===== config.mk =====
export PLATFORM = sky130hd
export DESIGN_NAME = cfg_loader
export DESIGN_NICKNAME = d
export VERILOG_FILES = /design/src/rtl/cfg_pkg.sv /design/src/rtl/cfg_shift_reg.sv /design/src/rtl/cfg_loader.sv
export SDC_FILE = /design/constraint.sdc
export NUM_CORES = 1
export LEC_CHECK = 0
export CORE_UTILIZATION = 50
export DETAILED_ROUTE_END_ITERATION = 10
export DONT_BUFFER_PORTS = 1
export GPL_TIMING_DRIVEN = 0
export PLACE_DENSITY = 0.69
export SLEW_MARGIN = 20
export SYNTH_ARGS = -nofsm -noshare
export SYNTH_HDL_FRONTEND = slang
export SYNTH_SLANG_ARGS = --single-unit

===== constraint.sdc =====
create_clock -name clk -period 1.7 [get_ports clk]
set_input_delay 0.34 -clock clk [delete_from_list [all_inputs] [get_ports clk]]
set_output_delay 0.34 -clock clk [all_outputs]
set_load 0.005 [all_outputs]

===== src/rtl/cfg_pkg.sv =====
// Shared definitions for the configuration-chain loader: frame geometry,
// loader state encoding and the frame parity check.
package cfg_pkg;

    localparam int CFG_WORD_W  = 18;
    localparam int CFG_FRAME_W = CFG_WORD_W + 1;

    typedef enum logic [2:0] {
        ST_IDLE  = 3'd0,
        ST_SHIFT = 3'd1,
        ST_WRITE = 3'd2,
        ST_DONE  = 3'd3,
        ST_ERROR = 3'd4
    } cfg_state_t;

    // A frame is good when the data-bit parity and the trailing parity bit XOR to zero.
    function automatic logic frame_par_ok(input logic run_par, input logic par_bit);
        return ((run_par ^ par_bit) == 1'b0);
    endfunction

endpackage


===== src/rtl/cfg_shift_reg.sv =====
// Serial-in/parallel-out word register with running parity for one frame.
// The first data bit lands in the MSB; the trailing parity bit never enters the word.
module cfg_shift_reg
    import cfg_pkg::*;
#(
    parameter int WORD_W = CFG_WORD_W
)(
    input  logic              clk,
    input  logic              rst,
    input  logic              clr,
    input  logic              shift_en,
    input  logic              last_en,
    input  logic              bit_in,
    output logic [WORD_W-1:0] word,
    output logic              parity
);

    logic [WORD_W-1:0] word_r;
    logic              par_r;

    // Shift data bits in at the LSB; the parity bit only closes the frame and re-arms parity.
    always_ff @(posedge clk) begin
        if (rst || clr) begin
            word_r <= {WORD_W{1'b0}};
            par_r  <= 1'b0;
        end else if (shift_en && last_en) begin
            word_r <= word_r;
            par_r  <= 1'b0;
        end else if (shift_en) begin
            word_r <= {word_r[WORD_W-2:0], bit_in};
            par_r  <= par_r ^ bit_in;
        end else begin
            word_r <= word_r;
            par_r  <= par_r;
        end
    end

    assign word   = word_r;
    assign parity = par_r;

endmodule


===== src/rtl/cfg_loader.sv =====
// Loads a serial parity-protected bitstream into a chain of switch blocks,
// one WORD_W word per block, strobing each block once in order.
module cfg_loader
    import cfg_pkg::*;
#(
    parameter int NUM_BLOCKS = 4,
    parameter int WORD_W     = CFG_WORD_W
)(
    input  logic                  clk,
    input  logic                  rst,
    input  logic                  start,
    input  logic                  bit_valid,
    input  logic                  bit_data,
    output logic                  bit_ready,
    output logic [NUM_BLOCKS-1:0] wr_en,
    output logic [WORD_W-1:0]     bits,
    output logic                  busy,
    output logic                  done,
    output logic                  err
);

    localparam int CNT_W = (WORD_W + 1 > 1) ? $clog2(WORD_W + 1) : 1;
    localparam int BLK_W = (NUM_BLOCKS > 1) ? $clog2(NUM_BLOCKS) : 1;
    localparam logic [CNT_W-1:0] CNT_LAST = CNT_W'(WORD_W);
    localparam logic [BLK_W-1:0] BLK_LAST = BLK_W'(NUM_BLOCKS - 1);

    cfg_state_t             state_r, state_s;
    logic [CNT_W-1:0]       cnt_r;
    logic [BLK_W-1:0]       blk_r;
    logic [NUM_BLOCKS-1:0]  wr_en_r;
    logic [WORD_W-1:0]      bits_r;
    logic                   bit_ready_r, busy_r, done_r, err_r;
    logic                   start_s, accept_s, last_s, par_s;
    logic [WORD_W-1:0]      word_s;

    cfg_shift_reg #(.WORD_W(WORD_W)) u_shift (
        .clk      (clk),
        .rst      (rst),
        .clr      (start_s),
        .shift_en (accept_s),
        .last_en  (last_s),
        .bit_in   (bit_data),
        .word     (word_s),
        .parity   (par_s)
    );

    // Next-state logic; bit_ready is high exactly in SHIFT so acceptance is SHIFT && bit_valid.
    always_comb begin
        state_s  = state_r;
        start_s  = 1'b0;
        accept_s = 1'b0;
        last_s   = 1'b0;
        case (state_r)
            ST_IDLE, ST_DONE, ST_ERROR: begin
                if (start) begin
                    start_s = 1'b1;
                    state_s = ST_SHIFT;
                end else begin
                    state_s = state_r;
                end
            end
            ST_SHIFT: begin
                accept_s = bit_valid;
                if (bit_valid && (cnt_r == CNT_LAST)) begin
                    last_s = 1'b1;
                    if (frame_par_ok(par_s, bit_data)) begin
                        state_s = ST_WRITE;
                    end else begin
                        state_s = ST_ERROR;
                    end
                end else begin
                    state_s = ST_SHIFT;
                end
            end
            ST_WRITE: begin
                if (blk_r == BLK_LAST) begin
                    state_s = ST_DONE;
                end else begin
                    state_s = ST_SHIFT;
                end
            end
            default: state_s = ST_IDLE;
        endcase
    end

    // State, counters and outputs, all registered from the next state so they align with it.
    always_ff @(posedge clk) begin
        if (rst) begin
            state_r     <= ST_IDLE;
            cnt_r       <= {CNT_W{1'b0}};
            blk_r       <= {BLK_W{1'b0}};
            wr_en_r     <= {NUM_BLOCKS{1'b0}};
            bits_r      <= {WORD_W{1'b0}};
            bit_ready_r <= 1'b0;
            busy_r      <= 1'b0;
            done_r      <= 1'b0;
            err_r       <= 1'b0;
        end else begin
            state_r     <= state_s;
            bit_ready_r <= (state_s == ST_SHIFT);
            busy_r      <= (state_s == ST_SHIFT) || (state_s == ST_WRITE);
            done_r      <= (state_s == ST_DONE);
            err_r       <= (state_s == ST_ERROR);
            if (start_s) begin
                cnt_r <= {CNT_W{1'b0}};
                blk_r <= {BLK_W{1'b0}};
            end else if (accept_s) begin
                cnt_r <= last_s ? {CNT_W{1'b0}} : (cnt_r + CNT_W'(1));
                blk_r <= blk_r;
            end else if ((state_r == ST_WRITE) && (blk_r != BLK_LAST)) begin
                cnt_r <= cnt_r;
                blk_r <= blk_r + BLK_W'(1);
            end else begin
                cnt_r <= cnt_r;
                blk_r <= blk_r;
            end
            for (int i = 0; i < NUM_BLOCKS; i++) begin
                wr_en_r[i] <= (state_s == ST_WRITE) && (blk_r == BLK_W'(i));
            end
            // The word is complete before its parity bit arrives, so it can be latched on that edge.
            if ((state_r == ST_SHIFT) && (state_s == ST_WRITE)) begin
                bits_r <= word_s;
            end else begin
                bits_r <= bits_r;
            end
        end
    end

    assign bit_ready = bit_ready_r;
    assign wr_en     = wr_en_r;
    assign bits      = bits_r;
    assign busy      = busy_r;
    assign done      = done_r;
    assign err       = err_r;

endmodule


Yosys cells after proc, flatten, opt, wreduce, memory -nomap -nowiden:

Cells that the tools add are included.

* $add $sub $neg: 2
* eq/ne operators: 13
* multiplexer cells: 11
* bitwise gates (word level): 3
* reduce and logical (&&, ||, !) cells: 17

Operator list (number)
* == test 3 x 2 -> 1 bit (second input constant): 4
* 2-to-1 mux 3 bit: 3
* case mux 3 bit (3 select lines): 1
* logical AND 1 bit: 8
* == test 3 x 1 -> 1 bit (second input constant): 2
* == test 3 bit (second input constant): 2
* adder 5 x 1 -> 5 bit (second input constant): 1
* == test 5 bit (second input constant): 1
* 2-to-1 mux 1 bit: 5
* 2-to-1 mux 5 bit: 1
* == test 2 bit (second input constant): 2
* AND reduction 2 bit: 2
* OR reduction 2 bit: 2
* zero test 3 bit: 1
* OR reduction 3 bit: 1
* adder 2 x 1 -> 2 bit (second input constant): 1
* == test 2 x 1 -> 1 bit (second input constant): 1
* zero test 2 bit: 1
* logical OR 1 bit: 2
* 2-to-1 mux 2 bit: 1
* inequality test 2 bit (second input constant): 1
* inverter 1 bit: 2
* XOR 1 bit: 1

* flip-flop bits (word level): 55
* bits of input ports: 5
* output and inout port bits: 26
* logic and storage cells: 57

Logic depth before layout (Yosys ltp):

* word-level depth: 7
* gate-level depth with buffers: 8
* depth with buffers taken out: 6

Modules after synthesis:

A second synthesis with hierarchy kept.

* cells, all modules: 235
* area total of the unflattened synthesis: 2243.4 um2

By module, submodules not included
* cfg_loader: instances 1, cells each 149, area an instance 1473.9 um2, seq. area each 720.7 um2
* cfg_shift_reg: instances 1, cells each 86, area an instance 769.5 um2, seq. area each 380.4 um2

Worst setup path after synthesis:

No wires, ideal clock.

* path kind: register to register
* start: register cnt_r[0]
* end: register u_shift.word_r[10] (netlist: u_shift.word[10])
* setup time: 0.132 ns
* arrival: 1.478 ns
* required time: 1.568 ns
* setup slack: 0.089 ns
* cell stages (with the launch flop): 9
* path buffers: 2
* period minus slack after synthesis: 1.611 ns
* path through: dfxtp_1 > inv_1 > ha_1 > and4bb_2 > or2b_1 > buf_2 > buf_4 > nand2_1 > a21oi_1

* word-level cells in the longest chain between the ends: 7

Ends and longest elaborated chain
* start, declared: RTL line cfg_loader.sv:28 `logic [CNT_W-1:0] cnt_r;`
* start signal, assigned: RTL line cfg_loader.sv:90 `cnt_r <= {CNT_W{1'b0}};`
* start signal, assigned: RTL line cfg_loader.sv:105 `cnt_r <= {CNT_W{1'b0}};`
* start signal, assigned: RTL line cfg_loader.sv:108 `cnt_r <= last_s ? {CNT_W{1'b0}} : (cnt_r + CNT_W'(1));`
* == test 5 bit: RTL line cfg_loader.sv:64 `if (bit_valid && (cnt_r == CNT_LAST)) begin`
* logical AND 1 bit: RTL line cfg_loader.sv:64
* 2-to-1 mux 1 bit: RTL line cfg_loader.sv:64
* 2-to-1 mux 1 bit: RTL line cfg_loader.sv:53 `case (state_r)`
* logical AND 1 bit: RTL line cfg_shift_reg.sv:26 `end else if (shift_en && last_en) begin`
* inverter 1 bit (no line)
* AND reduction 2 bit (no line)
* end signal, assigned: RTL line cfg_shift_reg.sv:24 `word_r <= {WORD_W{1'b0}};`
* end signal, assigned: RTL line cfg_shift_reg.sv:27 `word_r <= word_r;`
* end signal, assigned: RTL line cfg_shift_reg.sv:30 `word_r <= {word_r[WORD_W-2:0], bit_in};`
* end, declared: RTL line cfg_shift_reg.sv:18 `logic [WORD_W-1:0] word_r;`

Every way passes these cells.
A chain may end at the register's enable or synchronous reset.

Final worst setup path:

* start: register cnt_r[0]
* end: register cnt_r[0]

* word-level cells in the longest chain between the ends: 5
* elaborated cells on any way between the ends: 6
* classes of those cells: 1 x add/sub; 1 x eq/ne; 3 x mux; 1 x reduce/logical

Ends and longest elaborated chain (RTL line)
* == test 5 bit: cfg_loader.sv:64
* logical AND 1 bit: cfg_loader.sv:64
* 2-to-1 mux 1 bit: cfg_loader.sv:64
* 2-to-1 mux 1 bit: cfg_loader.sv:53
* 2-to-1 mux 5 bit (*): cfg_loader.sv:108

Every way passes the cells marked *; elsewhere a longest branch is shown, timed or not.

==> run_results.csv <==
group,metric,value,unit
status,status,"completed",
hold_path,hp-class,"in -> reg",
synth,synth_area,0.00212,mm²
critical_path,crit_chain,"inv_1 > ha_2 > and4bb_4 > and2b_1 > buf_2 > a21oi_1 > nor2_1",
power_and_ir_drop,ir_worst_vdd,0.385,mV
synth,synth_ff_type,"dfxtp_1",
cells_and_area,layout_commonest_cell,"nand2_1",
placed_design,dpl.hpwl,2540,µm
cells_and_area,nFillCells,383,
drt,vias,1575,
synth,yosysWarnings,0,
clock_network,tritoncts,"built",
critical_path,cp_slowest_cell,"dfxtp_2",
synth,syn_inst,252,
critical_path,end_kind,"flip-flop",
clock_network,cts.clk_slew.worst_paths,0.10,ns
grt,grt_max_degree,17,
placed_design,gp_congestion,0.743,
grt,overflow,0,
clock_network,clockBufferDepth,2,
sta,fin_worst_skew,0.00943,ns
grt,gr-usage-all-layers,0.189,
critical_path,cp_max_fo,10,
power_and_ir_drop,power_leakage,0.809,nW
floorplanning,die_area,0.00450,mm²
sta,finalCriticalPeriod,1.58,ns
sta,setup_violations,0,
synth,syn_nets,263,
cells_and_area,nets,271,
cells_and_area,layout_common_cells,"nand2_1 (77), dfxtp_1 (53), a21oi_1 (42), nor2_1 (14)",
floorplanning,start_util,0.525,
clock_network,ctsHoldBuffers,0,
drt,drt_iter0_markers,74,
sta,max_freq,631,MHz
critical_path,worst_path_largest_cell_delay,0.33,ns
synth,async_flop_share,0,
cells_and_area,drive_above_1_share,0.115,
floorplanning,num_rows,23,
grt,grt_pass1_wl,6280,µm
cells_and_area,diodes,0,
drt,drc,0,
critical_path,worstSetupStartpointType,"flip-flop",
clock_network,clockRootBuffer,"clkbuf_8",
drt,ant_nets,0,
sta,report.final.slew_viol_count,0,
sta,hold_violations,0,
synth,syn_area_per_cell,8.40,µm²
power_and_ir_drop,power.density,973,mW/mm²
placed_design,place_inst,302,
synth,synthDistinctLibCells,32,
sta,tightest_slew,0.491,ns
run,maxCapViolations,0,
clock_network,cts_buffers,5,
sta,maxSlewHeadroom,0.673,
clock_network,cts.sinks,55,
sta,post-route-period-util,0.932,
synth,ys_seq_elements,55,
placed_design,dpl_worst_slack,-0.109,ns
critical_path,arrival,1.78,ns
grt,antenna_found_initial,0,
floorplanning,io_pins,31,
sta,hold_ws,0.152,ns
critical_path,cp.required,1.90,ns
cells_and_area,fin_cells,311,
floorplanning,coreArea,0.00403,mm²
synth,yosysSeqAreaShare,0.520,
drt,wirelength,3810,µm
critical_path,crit_family,"simple AND/OR/NAND/NOR gates",
sta,setup_slack,0.116,ns
placed_design,port_buffers,0,
floorplanning,die_y,67.1,µm
drt,viasPerCell,5.06,
clock_network,clkLatencyLatePin,0.31,ns
power_and_ir_drop,total_power,2.27,mW
grt,grt_pass1_vias,1392,
clock_network,cts_max_level,2,
critical_path,criticalPathCategory,"reg -> reg",
cells_and_area,syn_to_final_growth,10.2,%
floorplanning,die_w,67.1,µm
synth,synth-edff-count,0,
drt,drtPass1Iterations,4,
drt,wl_per_cell,12.2,µm
critical_path,crit_buf_inv,2,
[worst paths after layout]
| check | slack [ns] | to | cells past startpoint | from |
|---|---|---|---|---|
| worst min register to register | 0.46 | u_shift.word[17] | 2 | u_shift.word[17] |
| worst max-delay path | 0.12 | cnt_r[0] | 7 | cnt_r[0] |
| worst max register to register | 0.12 | cnt_r[0] | 7 | cnt_r[0] |
| worst min-delay path | 0.15 | u_shift.word[0] | 2 | bit_data |
[what timing repair did]
item                       4_1_cts  5_1_grt
pin swaps                        0        2
resized for setup                3       10
setup endpoints to repair       22       30
buffers inserted                 1        1
[cell usage after synthesis (all sizes together), types with 2 or more instances]
| cell type | number | area [µm²] |
|---|---|---|
| clkbuf | 6 | 22.5 |
| and4bb | 2 | 25.0 |
| nand2 | 77 | 289 |
| dfxtp | 55 | 1100 |
| inv | 6 | 22.5 |
| or3 | 2 | 17.5 |
| and2 | 4 | 25.0 |
| mux2i | 3 | 30.0 |
| buf | 9 | 66.3 |
| nand2b | 3 | 18.8 |
| a21o | 2 | 15.0 |
| nor2 | 15 | 56.3 |
| nand3 | 2 | 10.0 |
| ha | 6 | 75.1 |
| o21ai | 2 | 10.0 |
| xnor2 | 2 | 17.5 |
| nand3b | 2 | 15.0 |
| a21oi | 43 | 215 |
[kinds of logic after synthesis]
family,share of synthesized area
buf+inv,0.0526
fa+ha+maj,0.0355
compound gates,0.126
mux,0.0142
simple gates,0.239
flops,0.520
xor+xnor,0.0124
[area by class of cell]
class                           count  area (µm²)  area share
Tap cell                           50        62.6      0.0268
Inverter                            6        22.5     0.00965
Multi-Input combinational cell    176         922       0.395
Buffer                             14        90.1      0.0386
Clock buffer                        6        82.6      0.0354
Clock inverter                      2        35.0      0.0150
Sequential cell                    55        1100       0.473
Timing Repair Buffer                2        15.0     0.00643
[per-layer routing]
| metal | vias to the layer above | track usage | wire length, µm |
|---|---|---|---|
| li1 | 835 | - | - |
| met1 | 692 | 0.249 | 1850 |
| met2 | 41 | 0.276 | 1680 |
| met3 | 7 | 0.0685 | 208 |
| met4 | 0 | 0.0718 | 67 |
| met5 | - | 0 | 0 |
[registers in the layout, indices dropped and copies added (netlist names)]
name	flops
bits	18
u_shift.word	18
cnt_r	5
wr_en	4
state_r	3
blk_r	2
bit_ready	1
busy	1
done	1
err	1
u_shift.parity	1
[through the flow]
step | instance area [µm²] | setup TNS (ns) | util
after floorplan | 2120 | 0 | -
after global placement | 2180 | -0.978 | 0.541
after global routing | 2330 | -0.0218 | 0.579
after detailed placement | 2180 | -1.48 | 0.541
after CTS | 2310 | 0 | 0.573
final | 2330 | 0 | 0.579
[where the power goes]
group          internal [mW]  total [mW]  switching [mW]
Clock                  0.477       0.881           0.404
Sequential              1.30        1.30         0.00651
Combinational         0.0323      0.0884          0.0561
Total                   1.80        2.27           0.467
Power figures use the tool's default switching activity.
